### src/rtl/private_bus_arbiter.sv
`default_nettype none
// +--------------------------------------------------------------------------+
// | private_bus_arbiter: round-robin sharer of the single-beat AXI-Lite      |
// | private bus. Optional watchdog: define PRIV_ARB_TIMEOUT_EN. Rev 1.0      |
// +--------------------------------------------------------------------------+
module private_bus_arbiter #(
  parameter int NUM_REQ        = 2,
  parameter int TIMEOUT_CYCLES = 1024
) (
  input  logic                   clk,
  input  logic                   rst,
  input  logic [NUM_REQ-1:0]     req_start,
  input  logic [NUM_REQ-1:0]     req_type,
  input  logic [NUM_REQ-1:0]     req_abort,
  input  logic [32*NUM_REQ-1:0]  req_addr,
  input  logic [32*NUM_REQ-1:0]  req_wdata,
  output logic [NUM_REQ-1:0]     req_ack,
  output logic [NUM_REQ-1:0]     req_err,
  output logic [31:0]            req_rdata,
  output logic                   arb_busy,
  input  logic                   mem_ack_private,
  input  logic [31:0]            data_read_input_private,
  output logic                   start_burst_private,
  output logic                   burst_type_private,
  output logic [31:0]            address_write_private,
  output logic [31:0]            address_read_private,
  output logic [31:0]            data_write_private
);

  localparam int IW = (NUM_REQ > 1) ? $clog2(NUM_REQ) : 1;

  localparam logic [1:0] S_IDLE  = 2'd0;
  localparam logic [1:0] S_ISSUE = 2'd1;
  localparam logic [1:0] S_WAIT  = 2'd2;
  localparam logic [1:0] S_RESP  = 2'd3;

  logic [1:0]               state_q, state_d;
  logic [NUM_REQ-1:0]       pend_q, pend_d;
  logic [NUM_REQ-1:0]       type_q;
  logic [NUM_REQ-1:0][31:0] addr_q;
  logic [NUM_REQ-1:0][31:0] wdata_q;
  logic [IW-1:0]            owner_q, owner_d;
  logic [IW-1:0]            rr_q, rr_d;
  logic                     aborted_q, aborted_d;
  logic [31:0]              rdata_q, rdata_d;

  logic [NUM_REQ-1:0]       cap;
  logic [NUM_REQ-1:0]       drop;
  logic [NUM_REQ-1:0]       elig;
  logic [NUM_REQ-1:0]       owner_oh;
  logic                     owner_active;
  logic                     sel_found;
  logic [IW-1:0]            sel_idx;
  logic [IW-1:0]            cand;
  logic                     tmo_hit;
  logic                     ack_en;
  logic                     beat_done;

  assign owner_active = (state_q == S_ISSUE) || (state_q == S_WAIT);
  assign beat_done    = (state_q == S_WAIT) && (mem_ack_private || tmo_hit);

  // The in-flight owner's slot is frozen: its beat cannot be cancelled or replaced.
  generate
    for (genvar i = 0; i < NUM_REQ; i++) begin : g_slot
      assign owner_oh[i] = (owner_q == IW'(i));
      assign cap[i]  = req_start[i] && (!pend_q[i] || req_abort[i]) &&
                       !(owner_active && owner_oh[i]);
      assign drop[i] = req_abort[i] && !req_start[i] &&
                       !(owner_active && owner_oh[i]);

      always_ff @(posedge clk) begin
        if (rst) begin
          type_q[i]  <= 1'b0;
          addr_q[i]  <= '0;
          wdata_q[i] <= '0;
        end else if (cap[i]) begin
          type_q[i]  <= req_type[i];
          addr_q[i]  <= req_addr[32*i +: 32];
          wdata_q[i] <= req_wdata[32*i +: 32];
        end
      end
    end
  endgenerate

  assign elig = pend_q & ~drop;

  always_comb begin
    pend_d = (pend_q | cap) & ~drop;
    if (beat_done) begin
      pend_d = pend_d & ~owner_oh;
    end
  end

  always_comb begin
    sel_found = 1'b0;
    sel_idx   = '0;
    cand      = '0;
    for (int k = 0; k < NUM_REQ; k++) begin
      cand = IW'((int'(rr_q) + k) % NUM_REQ);
      if (!sel_found && elig[cand]) begin
        sel_found = 1'b1;
        sel_idx   = cand;
      end
    end
  end

`ifdef PRIV_ARB_TIMEOUT_EN
  localparam int CW = (TIMEOUT_CYCLES > 1) ? $clog2(TIMEOUT_CYCLES) : 1;

  logic [CW-1:0] tmo_cnt_q;
  logic          err_q;

  assign tmo_hit = (state_q == S_WAIT) && !mem_ack_private &&
                   (tmo_cnt_q == CW'(TIMEOUT_CYCLES - 1));

  always_ff @(posedge clk) begin
    if (rst || (state_q == S_ISSUE)) begin
      tmo_cnt_q <= '0;
    end else if ((state_q == S_WAIT) && !tmo_hit) begin
      tmo_cnt_q <= tmo_cnt_q + CW'(1);
    end
  end

  always_ff @(posedge clk) begin
    if (rst) begin
      err_q <= 1'b0;
    end else if (state_q == S_WAIT) begin
      err_q <= tmo_hit;
    end
  end

  assign req_err = (ack_en && err_q) ? owner_oh : '0;
`else
  logic tmo_unused;

  assign tmo_unused = (TIMEOUT_CYCLES > 0);
  assign tmo_hit    = 1'b0;
  assign req_err    = '0;
`endif

  always_ff @(posedge clk) begin
    if (rst) begin
      state_q <= S_IDLE;
    end else begin
      state_q <= state_d;
    end
  end

  always_comb begin
    state_d = state_q;
    case (state_q)
      S_IDLE:  if (sel_found) state_d = S_ISSUE;
      S_ISSUE: state_d = S_WAIT;
      S_WAIT:  if (beat_done) state_d = S_RESP;
      S_RESP:  state_d = S_IDLE;
      default: state_d = S_IDLE;
    endcase
  end

  always_comb begin
    owner_d   = owner_q;
    rr_d      = rr_q;
    aborted_d = aborted_q;
    rdata_d   = rdata_q;
    case (state_q)
      S_IDLE: begin
        if (sel_found) begin
          owner_d   = sel_idx;
          aborted_d = 1'b0;
        end
      end
      S_ISSUE: begin
        aborted_d = aborted_q | (|(req_abort & owner_oh));
      end
      S_WAIT: begin
        aborted_d = aborted_q | (|(req_abort & owner_oh));
        if (mem_ack_private) begin
          rdata_d = type_q[owner_q] ? 32'h0 : data_read_input_private;
        end else if (tmo_hit) begin
          rdata_d = 32'hDEAD_BEEF;
        end
      end
      S_RESP: begin
        rr_d = (owner_q == IW'(NUM_REQ - 1)) ? '0 : owner_q + IW'(1);
      end
      default: begin
        owner_d = owner_q;
      end
    endcase
  end

  always_ff @(posedge clk) begin
    if (rst) begin
      pend_q    <= '0;
      owner_q   <= '0;
      rr_q      <= '0;
      aborted_q <= 1'b0;
      rdata_q   <= '0;
    end else begin
      pend_q    <= pend_d;
      owner_q   <= owner_d;
      rr_q      <= rr_d;
      aborted_q <= aborted_d;
      rdata_q   <= rdata_d;
    end
  end

  // An owner aborted mid-beat still passes through RESP but stays silent.
  assign ack_en = (state_q == S_RESP) && !aborted_q;

  always_comb begin
    start_burst_private   = 1'b0;
    burst_type_private    = 1'b0;
    address_write_private = '0;
    address_read_private  = '0;
    data_write_private    = '0;
    req_ack               = '0;
    req_rdata             = '0;
    arb_busy              = (|pend_q) || (state_q != S_IDLE);
    if (state_q == S_ISSUE) begin
      start_burst_private = 1'b1;
    end
    if (owner_active) begin
      burst_type_private    = type_q[owner_q];
      address_write_private = addr_q[owner_q];
      address_read_private  = addr_q[owner_q];
      data_write_private    = wdata_q[owner_q];
    end
    if (ack_en) begin
      req_ack   = owner_oh;
      req_rdata = rdata_q;
    end
  end

endmodule
`default_nettype wire
### config.mk
export PLATFORM = sky130hd
export DESIGN_NAME = private_bus_arbiter
export DESIGN_NICKNAME = d
export VERILOG_FILES = /design/src/rtl/private_bus_arbiter.sv
export SDC_FILE = /design/constraint.sdc
export NUM_CORES = 1
export LEC_CHECK = 0
export CAP_MARGIN = 25
export CORE_MARGIN = 2
export CORE_UTILIZATION = 39
export CTS_CLUSTER_SIZE = 40
export DETAILED_ROUTE_END_ITERATION = 16
export PLACE_DENSITY = 0.81
export SLEW_MARGIN = 20
export SYNTH_ARGS = -nofsm -noshare
export SYNTH_HDL_FRONTEND = slang
export SYNTH_SLANG_ARGS = --single-unit
### constraint.sdc
create_clock -name clk -period 1.9 [get_ports clk]
set_clock_uncertainty 0.1 [all_clocks]
set_input_delay 0.38 -clock clk [delete_from_list [all_inputs] [get_ports clk]]
set_output_delay 0.38 -clock clk [all_outputs]
set_load 0.05 [all_outputs]
; Word level (Yosys, flattened, before mapping)
; Cells that the tools add are included.
[word_totals]
input_bits = 169
elab_cells = 94
reg_bits = 169
[classes]
reduce_logical = 35
n_eq_ne = 5
addsub = 2
n_mux = 28
order_cmp = 3
bitwise_logic = 9
[op_table]
columns = op, count
row1 = $mux 32, 8
row2 = $mux 1, 14
row3 = $logic_and 1x1->1, 13
row4 = $and 2x2->2, 4
row5 = $logic_not 1->1, 8
row6 = $mux 2, 4
row7 = $pmux 2 s4, 1
row8 = $reduce_and 2->1, 4
row9 = $lt 1x2->1 const B, 3
row10 = $reduce_or 2->1, 3
row11 = $eq 2x2->1 const B, 2
row12 = $logic_or 1x1->1, 4
row13 = $ne 2x2->1 const B, 2
row14 = $not 2->2, 2
row15 = $reduce_bool 2->1, 2
row16 = $add 1x1->1 const B, 2
row17 = $eq 2x1->1 const B, 1
row18 = $logic_not 2->1, 1
row19 = $or 2x2->2, 1
row20 = $pmux 1 s2, 1
row21 = $not 1->1, 1
row22 = $or 1x1->1, 1

; Logic depth before layout (Yosys ltp)
; Gate-level depths: netlist (run 1).
[logic_depth]
word_depth = 15
ltp_mapped = 8

; Least setup slack after synthesis (run 1)
; OpenSTA, ideal clock, no wires.
[synth_timing]
path_type = reg2out
startpoint = register state_q[0]
endpoint = output address_write_private[0]
stages_incl_launch_ff = 7
path_slack_ns = -0.978
t_required_ns = 1.420
arrival_ns = 2.398
path_cell_list = dfxtp_1 -> inv_1 -> ha_1 -> clkbuf_1 -> clkbuf_1 -> nor2b_1 -> buf_4
[synth_via]
elab_chain_len = 3
word_cells_on_any_way = 4
classes_between = eq/ne: 2 / mux: 1 / reduce/logical: 1
[synth_lines]
columns = item, line
row1 = from (decl), 37  ; logic [1:0] state_q, state_d;
row2 = from (signal assigned), 145  ; state_q <= state_d;
row3 = $eq 2x1->1 or $eq 2x2->1 (tied branches), 59  ; assign owner_active = (state_q == S_ISSUE) || (state_q == S_WAIT);
row4 = $logic_or 1x1->1 (*), 59
row5 = $mux 32 (*), -
row6 = to (decl), 25  ; output logic [31:0] address_write_private,
; Mark *: on every way between the ends. The rest lies on a longest branch, timed or not.

; Final worst setup path (run 1)
[layout_timing]
startpoint = register state_q[0]
endpoint = output address_write_private[19]
[layout_via]
elab_chain_len = 3
word_cells_on_any_way = 4
classes_between = eq/ne: 2 / mux: 1 / reduce/logical: 1
[layout_lines]
columns = item, line
row1 = $eq 2x1->1 or $eq 2x2->1 (tied branches), 59
row2 = $logic_or 1x1->1 (*), 59
row3 = $mux 32 (*), 223  ; if (owner_active) begin
; Marked as above.

==> flow_metrics.env, run 1 <==
export IMPL_area_delta_synth_final_pct=86.8
export IMPL_cp_common_cell="buf_12"
export IMPL_num_rows=50
export IMPL_synth_area_leaders="dfxtp_1 (45%), nand2_1 (13%), a21oi_1 (8.7%)"
export IMPL_cp_num_buf_inv=4
export IMPL_cp_start_kind="flop"
export IMPL_viasPerCell=5.18
export IMPL_power_mw=17.7
export IMPL_final_area_sq_um=14100
export IMPL_wl_per_cell_um=19.0
export IMPL_grt_overflow_total=0
export IMPL_grt_max_degree=53
export IMPL_cts_hold_buf=0
export IMPL_crit_path_max_fanout=8
export IMPL_crit_path_max_incr_delay_ns=0.37
export IMPL_num_io_pins=304
export IMPL_period_share=1.22
export IMPL_cts_path_max_buffers=2
export IMPL_drive_gt1_frac=0.323
export IMPL_grt_pass1_vias=7524
export IMPL_dp_hpwl_mm=17.7
export IMPL_slew_viol_final=0
export IMPL_totalWireLength_mm=28.6
export IMPL_synthesis_area_sq_um=7570
export IMPL_setup_ws_ns=-0.413
export IMPL_synth_cell_type_count=33
export IMPL_vdd_ir_drop_max_mv=0.694
export IMPL_maxCapViolations=0
export IMPL_dp_slack_ns=-0.0826
export IMPL_finalNetCount=1401
export IMPL_cts_made_buffers=17
export IMPL_htreeDepth=4
export IMPL_async_flop_share=0
export IMPL_grt_first_pass_wirelength_mm=37.9
export IMPL_rsz0062_at_grt="yes"
export IMPL_dpl_instance_area_sq_um=12600
export IMPL_path_clk_slew_ns=0.07
export IMPL_core_area_sq_um=18900
export IMPL_leakage_nw=5.28
export IMPL_cp_arrival_ns=1.83
export IMPL_clk_latency_ns=0.41
export IMPL_setup_tns_ns=-55.51
export IMPL_fmax_ghz=0.432
export IMPL_critPathKind="flop to primary output"
export IMPL_period_minus_slack_ns=2.31
export IMPL_yosysSeqAreaShare=0.447
export IMPL_cp_cell_sequence="inv_2 -> ha_4 -> buf_12 -> clkbuf_16 -> nor2b_4 -> buf_12"
export IMPL_cts_tree="done"
export IMPL_first_pass_iters=5
export IMPL_p_per_area_nw_per_um2=1250
export IMPL_min_path_type="primary input to flop"
export IMPL_vias=7776
export IMPL_yosys_most_used_dff="dfxtp_1"
export IMPL_numClockSinks=169
export IMPL_synth_ff_latch_count=169
export IMPL_final_cells=1502
export IMPL_drt_iter0_drc=402
export IMPL_crit_slowest_cell="dfxtp_2"
export IMPL_cp_end_kind="primary output"
export IMPL_violations="setup timing"
export IMPL_fillerInstances=1216
export IMPL_hold_violations=0
export IMPL_yosys_area_top_type="dfxtp_1"
export IMPL_dp_cells=1436
export IMPL_cts_root_buffer="clkbuf_16"
export IMPL_drc=0
export IMPL_io_buffers=301
export IMPL_fp_dieH_um=143
export IMPL_setup_viol=242
export IMPL_outcome="finished with violations"
export IMPL_synthCells=945
export IMPL_ant_nets=0
export IMPL_yosys_warnings=0
export IMPL_grt_antenna_before_repair=1
export IMPL_synth_edff_count=0
export IMPL_place_congestion=0.817
export IMPL_required_ns=1.42
export IMPL_initial_core_util=0.401
export IMPL_seq_area_sq_um=3390
export IMPL_die_area_sq_um=20500
export IMPL_synth_top_cell_area_share=0.447
export IMPL_die_w_um=143
export IMPL_cpLargestDelayFamily="buffers and inverters"
export IMPL_multiInputGateArea_sq_um=4390
export IMPL_grt_use_total=0.235
export IMPL_syn_area_per_cell_sq_um=8.01
==> cells by family (layout without fill, tap and decap cells) <==
logic type	Yosys count	after routing	synth area share
muxes	66	66	0.0872
DFF	169	169	0.447
buffers and inverters	114	408	0.0801
and+or+nand+nor	408	408	0.239
other	1	4	0.000495
AOI/OAI and AO/OA	182	182	0.138
adders and majority gates	5	5	0.00826
==> cell type report <==
type                            count  share of cell area
Clock inverter                     13              0.0118
Timing Repair Buffer              368               0.382
Antenna cell                        2            0.000354
Tap cell                          260              0.0230
Inverter                            8             0.00212
Multi-Input combinational cell    663               0.311
Clock buffer                       19              0.0306
Sequential cell                   169               0.240
==> final timing paths <==
check | from | endpoint | slack, ns | cells after the start
max | state_q[0] | address_write_private[19] | -0.41 | 6
min | rst | rdata_q[31] | 0.30 | 2
max reg2reg | state_q[0] | wdata_q[63] | -0.21 | 9
min reg2reg | addr_q[33] | addr_q[33] | 0.35 | 2
==> per-layer routing <==
layer,up-vias,share of wire,track usage
met1,3728,0.37,0.262
met3,69,0.068,0.0570
met4,0,0.036,0.0774
met5,-,0,0
li1,3635,-,-
met2,344,0.52,0.436
==> metrics by stage <==
| stage | hold WS, ns | utilization |
|---|---|---|
| floorplan | 0.336 | - |
| global placement | 0.341 | 0.666 |
| detailed placement | 0.346 | 0.666 |
| CTS | 0.265 | 0.711 |
| global route | 0.315 | 0.748 |
| finish | 0.302 | 0.749 |
==> registers in the layout (all words and copies together), names as in the netlist <==
name	cells
owner_q	1
rdata_q	32
type_q	2
aborted_q	1
rr_q	1
wdata_q	64
addr_q	64
state_q	2
pend_q	2
==> report_power, final <==
part	internal (mW)	total, mW	switching, mW	leakage (nW)
registers	4.05	4.35	0.301	1.39
clock network	2.09	3.56	1.47	0.290
logic	5.00	9.77	4.76	3.61
total	11.1	17.7	6.53	5.28
==> cells in the mapped netlist (all sizes together) (2+ instances only) <==
cell,n
ha,5
inv,8
a22oi,33
a211oi,2
dfxtp,169
a21oi,132
mux2i,66
o21ai,3
o21a,2
nor3,2
clkbuf,35
and2,33
and3,2
nand3,2
nand2b,2
nor2b,68
o211ai,2
nor2,34
nand2,264
buf,71
==> placed cells by master (no fill, tap or decap), drive strengths merged <==
| cell | netlist | final |
|---|---|---|
| nor2b | 68 | 68 |
| nor2 | 34 | 34 |
| a21oi | 132 | 132 |
| conb | 1 | 2 |
| clkdlybuf4s50 | 0 | 167 |
| nor4b | 1 | 1 |
| diode | 0 | 2 |
| mux2i | 66 | 66 |
| nand2b | 2 | 2 |
| a311oi | 1 | 1 |
| bufinv | 0 | 3 |
| o21ai | 3 | 3 |
| a211o | 1 | 1 |
| ha | 5 | 5 |
| and3 | 2 | 2 |
| clkinv | 0 | 3 |
| nor3 | 2 | 2 |
| clkinvlp | 0 | 2 |
| a32oi | 1 | 1 |
| a21boi | 1 | 1 |
| o211a | 1 | 1 |
| a22oi | 33 | 33 |
| nand2 | 264 | 264 |
| dfxtp | 169 | 169 |
| a31o | 1 | 1 |
| nand3 | 2 | 2 |
| a311o | 1 | 1 |
| buf | 71 | 188 |
| clkbuf | 35 | 32 |
| and2 | 33 | 33 |
| o211ai | 2 | 2 |
| a211oi | 2 | 2 |
| o21a | 2 | 2 |
| inv | 8 | 13 |
| a21bo | 1 | 1 |
==> repair_timing <==
item | 4_1_cts | 5_1_grt
setup endpoints to repair | 132 | 291
hold endpoints to repair | 0 | 0
buffers inserted | 12 | 3
resized for setup | 28 | 79
pin swaps | 2 | 7
cloned | 1 | 17
No activity file was read; power rests on OpenSTA's default activity.
==> run 2: changes to the inputs <==
PLACE_DENSITY = 0.73   (was 0.81)
==> run 2 against run 1 <==
The flow still finishes with violations (setup timing); first-iteration DRC count fell by 2.7%; global-route usage up 1.2 points; register-to-register slack better by 0.06 ns; critical path depth unchanged; worst hold slack improved by 0.041 ns; die area did not move; combinational power up 11%; core utilization is 3.8 points higher; cell count is 1.0% higher; cell area is 5.1% higher; sequential cell count did not move; critical endpoint is now address_write_private[29]; largest cell class unchanged; largest power group unchanged.
==> flow_metrics.env, run 2 (synthesis results as in run 1) <==
export IMPL_outcome="finished with violations"
export IMPL_violations="setup timing"
export IMPL_dp_hpwl_mm=17.2
export IMPL_hold_violations=0
export IMPL_totalWireLength_mm=30.2
export IMPL_holdWs_ns=0.343
export IMPL_power_mw=18.7
export IMPL_die_w_um=143
export IMPL_cts_root_buffer="clkbuf_16"
export IMPL_multiInputGateArea_sq_um=4790
export IMPL_viasPerCell=5.23
export IMPL_required_ns=1.42
export IMPL_cp_start_kind="flop"
export IMPL_cts_made_buffers=17
export IMPL_cp_num_buf_inv=4
export IMPL_cp_cell_sequence="inv_2 -> ha_4 -> buf_12 -> buf_4 -> nor2b_4 -> buf_12"
export IMPL_critPathKind="flop to primary output"
export IMPL_period_minus_slack_ns=2.31
export IMPL_grt_overflow_total=0
export IMPL_vdd_ir_drop_max_mv=0.916
export IMPL_fp_dieH_um=143
export IMPL_seq_area_sq_um=3390
export IMPL_area_delta_synth_final_pct=96.3
export IMPL_period_share=1.22
export IMPL_dp_cells=1436
export IMPL_p_per_area_nw_per_um2=1260
export IMPL_finalNetCount=1416
export IMPL_final_cell_mix="nand2_1 (193), clkdlybuf4s50_1 (167), dfxtp_1 (166)"
export IMPL_first_pass_iters=5
export IMPL_grt_antenna_before_repair=2
export IMPL_min_path_type="primary input to flop"
export IMPL_leakage_nw=5.63
export IMPL_grt_use_total=0.247
export IMPL_slew_viol_final=0
export IMPL_wl_per_cell_um=19.9
export IMPL_crit_slowest_cell="dfxtp_2"
export IMPL_cts_tree="done"
export IMPL_grt_first_pass_wirelength_mm=39.4
export IMPL_cts_hold_buf=0
export IMPL_cpLargestDelayFamily="buffers and inverters"
export IMPL_worst_pin_slew_ns=0.569
export IMPL_initial_core_util=0.401
export IMPL_fillerInstances=1145
export IMPL_ant_nets=0
export IMPL_cp_common_cell="buf_12"
export IMPL_cts_path_max_buffers=2
export IMPL_drive_gt1_frac=0.399
export IMPL_path_clk_slew_ns=0.07
export IMPL_rsz0062_at_grt="yes"
export IMPL_numClockSinks=169
export IMPL_clk_latency_ns=0.43
export IMPL_fmax_ghz=0.432
export IMPL_vias=7936
export IMPL_utilization=0.787
export IMPL_cp_end_kind="primary output"
export IMPL_layout_commonest_cell="nand2_1"
export IMPL_io_buffers=301
export IMPL_maxCapViolations=0
export IMPL_grt_max_degree=48
export IMPL_cp_arrival_ns=1.83
export IMPL_place_congestion=0.787
export IMPL_crit_path_max_incr_delay_ns=0.36
export IMPL_setup_ws_ns=-0.413
export IMPL_setup_viol=230
export IMPL_core_area_sq_um=18900
export IMPL_num_io_pins=304
export IMPL_crit_path_max_fanout=5
export IMPL_dpl_instance_area_sq_um=12600
export IMPL_max_slew_margin=0.620
export IMPL_reg_top3="addr_q x64, wdata_q x64, rdata_q x32"
export IMPL_num_rows=50
export IMPL_drt_iter0_drc=391
export IMPL_final_cells=1517
export IMPL_final_area_sq_um=14900
export IMPL_htreeDepth=4
export IMPL_die_area_sq_um=20500
export IMPL_grt_pass1_vias=7410
export IMPL_drc=0
[run 2: cell types whose count changed in the layout (fill, tap and decap cells not counted), sizes merged]
cell,change
clkbuf,+6
clkinv,+4
bufinv,-2
o21ai,+1
buf,+11
inv,-4
clkinvlp,-1
[run 2: per-layer routing]
metal	part of all wire	GRT usage
met1	0.39	0.295
met2	0.51	0.428
met3	0.063	0.0540
met4	0.039	0.104
met5	0	0
[run 2: final timing paths]
| path | startpoint | end | slack [ns] | depth (start not counted) |
|---|---|---|---|---|
| worst min register to register | wdata_q[28] | wdata_q[28] | 0.35 | 2 |
| worst max register to register | state_q[0] | wdata_q[34] | -0.15 | 10 |
| worst max-delay path | state_q[1] | address_write_private[29] | -0.41 | 6 |
| worst min-delay path | rst | rdata_q[23] | 0.34 | 2 |
[run 2: metrics by stage]
stage          TNS [ns]  setup WS, ns
4_1_cts          -44.70        -0.384
5_1_grt          -62.92        -0.452
2_1_floorplan     -2.24        -0.117
3_3_place_gp     -0.369       -0.0279
3_5_place_dp      -2.68       -0.0724
6_report         -52.67        -0.413
[run 2: cell type report]
class / instances / area share
inverters: 8 / 0.00219
clock buffers: 22 / 0.0340
diodes: 2 / 0.000337
repair buffers: 382 / 0.385
clock inverters: 10 / 0.00598
multi-input cells: 664 / 0.322
flip-flops and latches: 169 / 0.228
well taps: 260 / 0.0219
[run 2: timing repair]
action	in CTS	in global routing
resized for setup	64	180
cloned	7	23
pin swaps	4	75
endpoints found under the setup margin	134	267
setup buffers	13	6
[run 2: power by group]
part / internal (mW) / switching [mW] / leakage, nW / total, mW
registers: 4.05 / 0.314 / 1.39 / 4.37
logic: 5.60 / 5.25 / 3.95 / 10.8
clock network: 2.02 / 1.46 / 0.297 / 3.48
